**src/rtl/ram4k_arbiter_if.sv**
```systemverilog
// Requester port of the shared ram4k: request/ack handshake plus
// registered read-data return.
interface ram4k_arbiter_if #(
   parameter int ADR_W  = 12,
   parameter int DATA_W = 16
);
   logic              req;
   logic              we;
   logic [ADR_W-1:0]  adr;
   logic [DATA_W-1:0] wdata;
   logic              ack;
   logic              rvalid;
   logic [DATA_W-1:0] rdata;

   modport master (
      output req, we, adr, wdata,
      input  ack, rvalid, rdata
   );

   modport slave (
      input  req, we, adr, wdata,
      output ack, rvalid, rdata
   );
endinterface

```
**src/rtl/ram4k_arbiter.sv**
```systemverilog
// Round-robin arbiter sharing one ram4k between requesters A and B.
// Define RAM_CLEAR_EN to add the post-reset / on-demand zero-fill sequencer.
module ram4k_arbiter #(
   parameter int                ADR_W     = 12,
   parameter int                DATA_W    = 16,
   parameter logic [DATA_W-1:0] CLR_VALUE = '0
) (
   input  logic              clk,
   input  logic              reset,
   ram4k_arbiter_if.slave    a,
   ram4k_arbiter_if.slave    b,
   output logic [ADR_W-1:0]  ram_adr,
   output logic [DATA_W-1:0] ram_data,
   output logic              ram_load,
   input  logic [DATA_W-1:0] ram_out,
`ifdef RAM_CLEAR_EN
   input  logic              clr_start,
`endif
   output logic              busy
);

   logic             arb_en;
   logic             clr_own;
   logic [ADR_W-1:0] clr_cnt;
   logic             prio_b;
   logic             win_a;
   logic             win_b;
   logic             gnt_a;
   logic             gnt_b;

`ifdef RAM_CLEAR_EN
   typedef enum logic {
      IDLE,
      CLEAR
   } state_t;

   state_t           state;
   state_t           state_nx;
   logic [ADR_W-1:0] clr_cnt_nx;

   always_ff @(posedge clk or posedge reset) begin
      if (reset) begin
         state   <= CLEAR;
         clr_cnt <= '0;
      end else begin
         state   <= state_nx;
         clr_cnt <= clr_cnt_nx;
      end
   end

   // The counter wraps to 0 on its own after the last word.
   always_comb begin
      state_nx   = state;
      clr_cnt_nx = clr_cnt;
      arb_en     = 1'b0;
      clr_own    = 1'b0;
      unique case (state)
         IDLE: begin
            if (clr_start)
               state_nx = CLEAR;
            else
               arb_en = 1'b1;
         end
         CLEAR: begin
            clr_own    = 1'b1;
            clr_cnt_nx = clr_cnt + 1'b1;
            if (clr_cnt == '1)
               state_nx = IDLE;
         end
         default: state_nx = IDLE;
      endcase
   end

   assign busy = (state == CLEAR);
`else
   assign arb_en  = 1'b1;
   assign clr_own = 1'b0;
   assign clr_cnt = '0;
   assign busy    = 1'b0;
`endif

   // Winner terms are mutually exclusive by construction.
   assign win_a = a.req & (~b.req | ~prio_b);
   assign win_b = b.req & (~a.req |  prio_b);

   always_comb begin
      gnt_a = 1'b0;
      gnt_b = 1'b0;
      if (arb_en) begin
         unique case (1'b1)
            win_a:   gnt_a = 1'b1;
            win_b:   gnt_b = 1'b1;
            default: ;
         endcase
      end
   end

   assign a.ack = gnt_a;
   assign b.ack = gnt_b;

   always_comb begin
      ram_adr  = '0;
      ram_data = '0;
      ram_load = 1'b0;
      unique case (1'b1)
         clr_own: begin
            ram_adr  = clr_cnt;
            ram_data = CLR_VALUE;
            ram_load = 1'b1;
         end
         gnt_a: begin
            ram_adr  = a.adr;
            ram_data = a.wdata;
            ram_load = a.we;
         end
         gnt_b: begin
            ram_adr  = b.adr;
            ram_data = b.wdata;
            ram_load = b.we;
         end
         default: ;
      endcase
   end

   always_ff @(posedge clk or posedge reset) begin
      if (reset)
         prio_b <= 1'b0;
      else if (gnt_a)
         prio_b <= 1'b1;
      else if (gnt_b)
         prio_b <= 1'b0;
   end

   always_ff @(posedge clk or posedge reset) begin
      if (reset) begin
         a.rvalid <= 1'b0;
         a.rdata  <= '0;
      end else begin
         a.rvalid <= gnt_a & ~a.we;
         if (gnt_a & ~a.we)
            a.rdata <= ram_out;
      end
   end

   always_ff @(posedge clk or posedge reset) begin
      if (reset) begin
         b.rvalid <= 1'b0;
         b.rdata  <= '0;
      end else begin
         b.rvalid <= gnt_b & ~b.we;
         if (gnt_b & ~b.we)
            b.rdata <= ram_out;
      end
   end

endmodule

```
**src/flat_wrapper.sv**
```systemverilog
// flat-port wrapper written by rule: the top's interface ports become plain ports
module ram4k_arbiter_flat 
#(
   parameter int                ADR_W     = 12,
   parameter int                DATA_W    = 16,
   parameter logic [DATA_W-1:0] CLR_VALUE = '0
)
  (clk, reset, ram_adr, ram_data, ram_load, ram_out, busy, a_req, a_we, a_adr, a_wdata, a_ack, a_rvalid, a_rdata, b_req, b_we, b_adr, b_wdata, b_ack, b_rvalid, b_rdata);
  ram4k_arbiter_if #(.ADR_W(ADR_W), .DATA_W(DATA_W)) a_i ();
  ram4k_arbiter_if #(.ADR_W(ADR_W), .DATA_W(DATA_W)) b_i ();
  input  logic clk;
  input  logic reset;
  output logic [ADR_W-1:0] ram_adr;
  output logic [DATA_W-1:0] ram_data;
  output logic ram_load;
  input  logic [DATA_W-1:0] ram_out;
  output logic busy;
  input wire logic [$bits(a_i.req)-1:0] a_req;
  input wire logic [$bits(a_i.we)-1:0] a_we;
  input wire logic [$bits(a_i.adr)-1:0] a_adr;
  input wire logic [$bits(a_i.wdata)-1:0] a_wdata;
  output wire logic [$bits(a_i.ack)-1:0] a_ack;
  output wire logic [$bits(a_i.rvalid)-1:0] a_rvalid;
  output wire logic [$bits(a_i.rdata)-1:0] a_rdata;
  input wire logic [$bits(b_i.req)-1:0] b_req;
  input wire logic [$bits(b_i.we)-1:0] b_we;
  input wire logic [$bits(b_i.adr)-1:0] b_adr;
  input wire logic [$bits(b_i.wdata)-1:0] b_wdata;
  output wire logic [$bits(b_i.ack)-1:0] b_ack;
  output wire logic [$bits(b_i.rvalid)-1:0] b_rvalid;
  output wire logic [$bits(b_i.rdata)-1:0] b_rdata;
  assign a_i.req = a_req;
  assign a_i.we = a_we;
  assign a_i.adr = a_adr;
  assign a_i.wdata = a_wdata;
  assign a_ack = a_i.ack;
  assign a_rvalid = a_i.rvalid;
  assign a_rdata = a_i.rdata;
  assign b_i.req = b_req;
  assign b_i.we = b_we;
  assign b_i.adr = b_adr;
  assign b_i.wdata = b_wdata;
  assign b_ack = b_i.ack;
  assign b_rvalid = b_i.rvalid;
  assign b_rdata = b_i.rdata;
  ram4k_arbiter #(.ADR_W(ADR_W), .DATA_W(DATA_W), .CLR_VALUE(CLR_VALUE)) u_core (.clk(clk), .reset(reset), .a(a_i), .b(b_i), .ram_adr(ram_adr), .ram_data(ram_data), .ram_load(ram_load), .ram_out(ram_out), .busy(busy));
endmodule
```
**config.mk**
```make
export PLATFORM = sky130hd
export DESIGN_NAME = ram4k_arbiter_flat
export DESIGN_NICKNAME = d
export VERILOG_FILES = /design/src/rtl/ram4k_arbiter_if.sv /design/src/rtl/ram4k_arbiter.sv /design/src/flat_wrapper.sv
export SDC_FILE = /design/constraint.sdc
export NUM_CORES = 1
export LEC_CHECK = 0
export BUFFER_PORTS_ARGS = -buffer_cell sky130_fd_sc_hd__buf_2
export CAP_MARGIN = 10
export CELL_PAD_IN_SITES_DETAIL_PLACEMENT = 1
export CELL_PAD_IN_SITES_GLOBAL_PLACEMENT = 2
export CORE_MARGIN = 2
export CORE_UTILIZATION = 23
export CTS_BUF_LIST = sky130_fd_sc_hd__clkbuf_4
export DETAILED_ROUTE_END_ITERATION = 16
export GPL_TIMING_DRIVEN = 1
export PLACE_DENSITY = 0.89
export SETUP_SLACK_MARGIN = 0.05
export SYNTH_ARGS = -nofsm -noshare
export SYNTH_HDL_FRONTEND = slang
export SYNTH_SLANG_ARGS = --single-unit
```
**constraint.sdc**
```tcl
create_clock -name clk -period 2.1 [get_ports clk]
set_input_delay 0 -clock clk [delete_from_list [all_inputs] [get_ports clk]]
set_output_delay 0 -clock clk [all_outputs]
set_load 0.02 [all_outputs]
```
## Word level (Yosys, flattened, before mapping)

Index checks and enable logic that the tools add are counted.

| cells by class | value |
|---|---|
| muxes and demuxes | 7 |
| bitwise logic cells | 11 |
| reduce and logical (&&, ||, !) cells | 1 |

Operator list:

| cell | number |
|---|---|
| one-hot mux 16 bit (2 select lines) | 1 |
| one-hot mux 12 bit (2 select lines) | 1 |
| inverter 1 bit | 5 |
| AND 1 bit | 4 |
| two-way mux 1 bit | 4 |
| OR 1 bit | 2 |
| one-hot mux 1 bit (2 select lines) | 1 |
| nonzero test 2 bit | 1 |

| word-level totals | value |
|---|---|
| word-level logic and storage cells | 24 |
| input bits | 78 |
| flip-flop bits (word level) | 35 |
| output and inout port bits | 66 |

## Depth between registers and ports, before layout

| logic depth | value |
|---|---|
| depth in word-level cells | 6 |
| gate-level depth with buffers | 5 |
| gate-level depth less buffers | 4 |

## Worst setup path before layout

Ideal clock, no wire load.

| path | value |
|---|---|
| path kind | register to register |
| start point | register u_core.prio_b |
| end point | register u_core.a.rdata[0] |
| data required time | 1975 ps |
| setup slack | 702 ps |
| buffers on the path | 2 |
| arrival | 1273 ps |
| cell stages (with the launch flop) | 6 |
| library setup time | 125 ps |
| period minus slack after synthesis | 1398 ps |
| path through | dfrtp_1 -> a21boi_2 -> nor2b_2 -> buf_6 -> buf_6 -> mux2_4 |

| on the way | value |
|---|---|
| cells in the longest elaborated chain, start to end | 5 |

Ends and longest elaborated chain:

| what | RTL line | RTL |
|---|---|---|
| start, declared | ram4k_arbiter.sv:25 | `logic prio_b;` |
| start signal, assigned | ram4k_arbiter.sv:127 | `prio_b <= 1'b0;` |
| start signal, assigned | ram4k_arbiter.sv:129 | `prio_b <= 1'b1;` |
| start signal, assigned | ram4k_arbiter.sv:131 | `prio_b <= 1'b0;` |
| inverter 1 bit | ram4k_arbiter.sv:83 | `assign win_a = a.req & (~b.req \| ~prio_b);` |
| OR 1 bit | ram4k_arbiter.sv:83 |  |
| AND 1 bit | ram4k_arbiter.sv:83 |  |
| two-way mux 1 bit | ram4k_arbiter.sv:90 | `unique case (1'b1)` |
| AND 1 bit | ram4k_arbiter.sv:140 | `if (gnt_a & ~a.we)` |
| end signal, assigned | ram4k_arbiter.sv:141 | `a.rdata <= ram_out;` |
| end, declared | ram4k_arbiter_if.sv:22 | `output ack, rvalid, rdata` |

No other way between the ends.
A chain may end at the register's enable or synchronous reset.

## Final worst setup path

| path | value |
|---|---|
| start point | register u_core.prio_b |
| end point | output port ram_data[0] |

| on the way | value |
|---|---|
| cells in the longest elaborated chain, start to end | 5 |
| elaborated cells on any way between the ends | 8 |
| classes of those cells | mux: 3; bitwise: 5 |

Ends and longest elaborated chain:

| what | RTL line | RTL |
|---|---|---|
| inverter 1 bit | ram4k_arbiter.sv:83 |  |
| OR 1 bit | ram4k_arbiter.sv:83 |  |
| AND 1 bit | ram4k_arbiter.sv:83 |  |
| two-way mux 1 bit | ram4k_arbiter.sv:90 |  |
| one-hot mux 16 bit (2 select lines) * | ram4k_arbiter.sv:105 | `unique case (1'b1)` |
| end, declared | flat_wrapper.sv:14 | `output logic [DATA_W-1:0] ram_data;` |

Every way passes the cells marked *; elsewhere a longest branch is shown, timed or not.

==> impl_metrics.ini <==
[status]
status = complete, no violations

[floorplan]
die_h_um = 88.71
dieWidth_um = 88.71
start_util = 0.2403
core-area_sq_um = 6869
fp.dieArea_sq_um = 7869
ioPinCount = 144
fp-row-count = 30

[timing]
fmax_ghz = 0.5732
fin_crit_ns = 1.745
fin_ws_ns = 0.3554
fin_setup_tns_ns = 0
finalSetupViolCount = 0
slew_violations = 0
rsz0062_at_grt = no
hold_viol_final = 0
period_share = 0.8308
timing.hold.ws_ns = 0.1157
fin_skew_ns = 0.004479

[pwr]
p_seq_frac = 0.430
intPower_mw = 1.303
clockPowerShare = 0.158
switchingPower_mw = 0.7464
p_sw_frac = 0.3642
power_density_nw_per_um2 = 759.3
ir_worst_vdd_v = 0.0004042
leakagePower_nw = 1.445
combPwrFrac = 0.413

[cells_and_area]
syn_to_final_growth_pct = 63.53
num-fill-cells = 790
antenna_cells = 0
drive_gt1_frac = 0.6655
nets = 359

[placed_design]
portBuffers = 142
gp_congestion = 0.7229
hpwlAfterDp_um = 4657
place_worst_setup_slack_ns = 0.4721

[route]
avgViaCountPerCell = 4.379
drt-initial-drc-count = 21
drt_pass1_iterations = 4
drtAntennaViolNets = 0
vias = 1651
drt-total-wl_um = 5875
post_drt_wl_per_cell_um = 15.58
drcViolationCount = 0

[clock_tree]
cts_buffers = 5
clock_path_buffers = 2
cts_sinks = 35
clkLatencyLatePin_ns = 0.32
cts_tree = yes
cts_hold_buffers = 19
htree_levels = 2
clk_pin_slew_worst_paths_ns = 0.10
clockRootBuffer = clkbuf_4
cts_resized = 0
cts_setup_buffers = 0

[worst_setup_path]
worstPathRequired_ns = 2.10
crit_type = reg2out
cp_max_fo = 30
startpoint_type = flip-flop
cp.arrival_ns = 1.74
cp-end-kind = primary output

[synth]
synth-edff-count = 0
syn-mean-instance-area_sq_um = 14.11
yosysMostFrequentCell = dfrtp_1
yosysTopAreaCellShare = 0.5307
synth_cells = 117
syn_area_sq_um = 1650
syn-num-nets = 195
synthArstFlopShare = 1.000
netlist_top_cells_area = dfrtp_1, a22o_1, mux2_2
ys_warn_count = 0
synthTopCellsByCount = dfrtp_1, a22o_1, mux2_2
synth_seq_cells = 35
synth.largest_area_cell = dfrtp_1
ys_types = 19
synth_seq_area_share = 0.5307
synth_ff_type = dfrtp_1

[min_path]
hold_path.class = in2reg

[global_routing]
overflow = 0
antenna_found_initial = 0
grt_pass1_wl_um = 8404
grt_max_degree = 36
grtUsageTotal = 0.1417
grt_pass1_vias = 1688

[flow_run]
maxCapViolCount = 0
metrics by stage:
stage | cells | power [mW] | instance area, sq um | utilization
floorplan | 117 | 1.387 | 1650 | -
global placement | 351 | 1.702 | 2462 | 0.3585
detailed placement | 351 | 1.723 | 2462 | 0.3585
CTS | 377 | 2.092 | 2699 | 0.3929
global route | 377 | 2.180 | 2699 | 0.3929
finish | 377 | 2.049 | 2699 | 0.3929
critical path, cell delays in order (launching register included):
cell and delay [ns]:
dfrtp_1 0.42, nand2b_1 0.18, and2_1 0.16, buf_4 0.22, a22o_1 0.27, buf_2 0.16
state kept, by name, indices dropped and copies added (netlist names):
register         count
u_core.a.rvalid      1
u_core.b.rvalid      1
u_core.b.rdata      16
u_core.prio_b        1
u_core.a.rdata      16
final timing paths:
| path | cells after the start | endpoint | slack, ns | start |
|---|---|---|---|---|
| hold reg to reg | 1 | u_core.a.rdata[11]$_DFFE_PP0P_ | 0.51 | u_core.a.rdata[11]$_DFFE_PP0P_ |
| setup reg to reg | 4 | u_core.a.rdata[5]$_DFFE_PP0P_ | 0.50 | u_core.prio_b$_DFFE_PP0P_ |
| setup / recovery | 5 | ram_data[0] | 0.36 | u_core.prio_b$_DFFE_PP0P_ |
| hold / removal | 3 | u_core.a.rdata[14]$_DFFE_PP0P_ | 0.12 | a_we |
| max in group asynchronous | 4 | u_core.b.rdata[1]$_DFFE_PP0P_ | 1.48 | reset |
| min in group asynchronous | 4 | u_core.b.rdata[11]$_DFFE_PP0P_ | 0.30 | reset |
cells by family after synthesis:
group / share of synthesized area
compound gates: 0.1638
buf+inv: 0.04548
flops: 0.5307
mux: 0.2388
other cells: 0.002272
simple gates: 0.01896
power by group through the flow:
stage               sequential [mW]  clock [mW]  combinational (mW)
global route                  0.900       0.376               0.904
detailed placement            0.894           0               0.829
global placement              0.890           0               0.812
floorplan                      1.04           0               0.344
finish                        0.880       0.323               0.846
CTS                           0.883       0.349               0.860
routing by layer:
metal	vias to the layer above	share of wire	track usage
met1	792	0.37	0.1502
met4	0	0.0073	0.02893
met2	95	0.51	0.2707
li1	759	-	-
met5	-	0	0
met3	5	0.11	0.04757
area by class of cell:
cell class                 instances  area, sq um  area share
inverter                           3        11.26    0.004172
timing repair buffer             167        945.9      0.3505
clock buffer                       5        37.54     0.01391
tap                               96        120.1     0.04451
sequential                        35        875.8      0.3245
multi-input combinational         69        699.4      0.2592
clock inverter                     2        8.758    0.003245
layout by cell type, fill, tap and decap left out:
cell / count
a21boi_2: 1
a22o_1: 29
and2_1: 1
buf_2: 142
buf_4: 6
clkbuf_4: 5
clkinv_1: 1
clkinv_2: 1
conb_1: 1
dfrtp_1: 35
dlygate4sd3_1: 19
inv_1: 3
mux2_1: 1
mux2_2: 22
mux2_4: 9
nand2_1: 1
nand2b_1: 1
nor2b_1: 1
nor2b_2: 1
o21ai_0: 1
(Power assumes the default switching activity.)
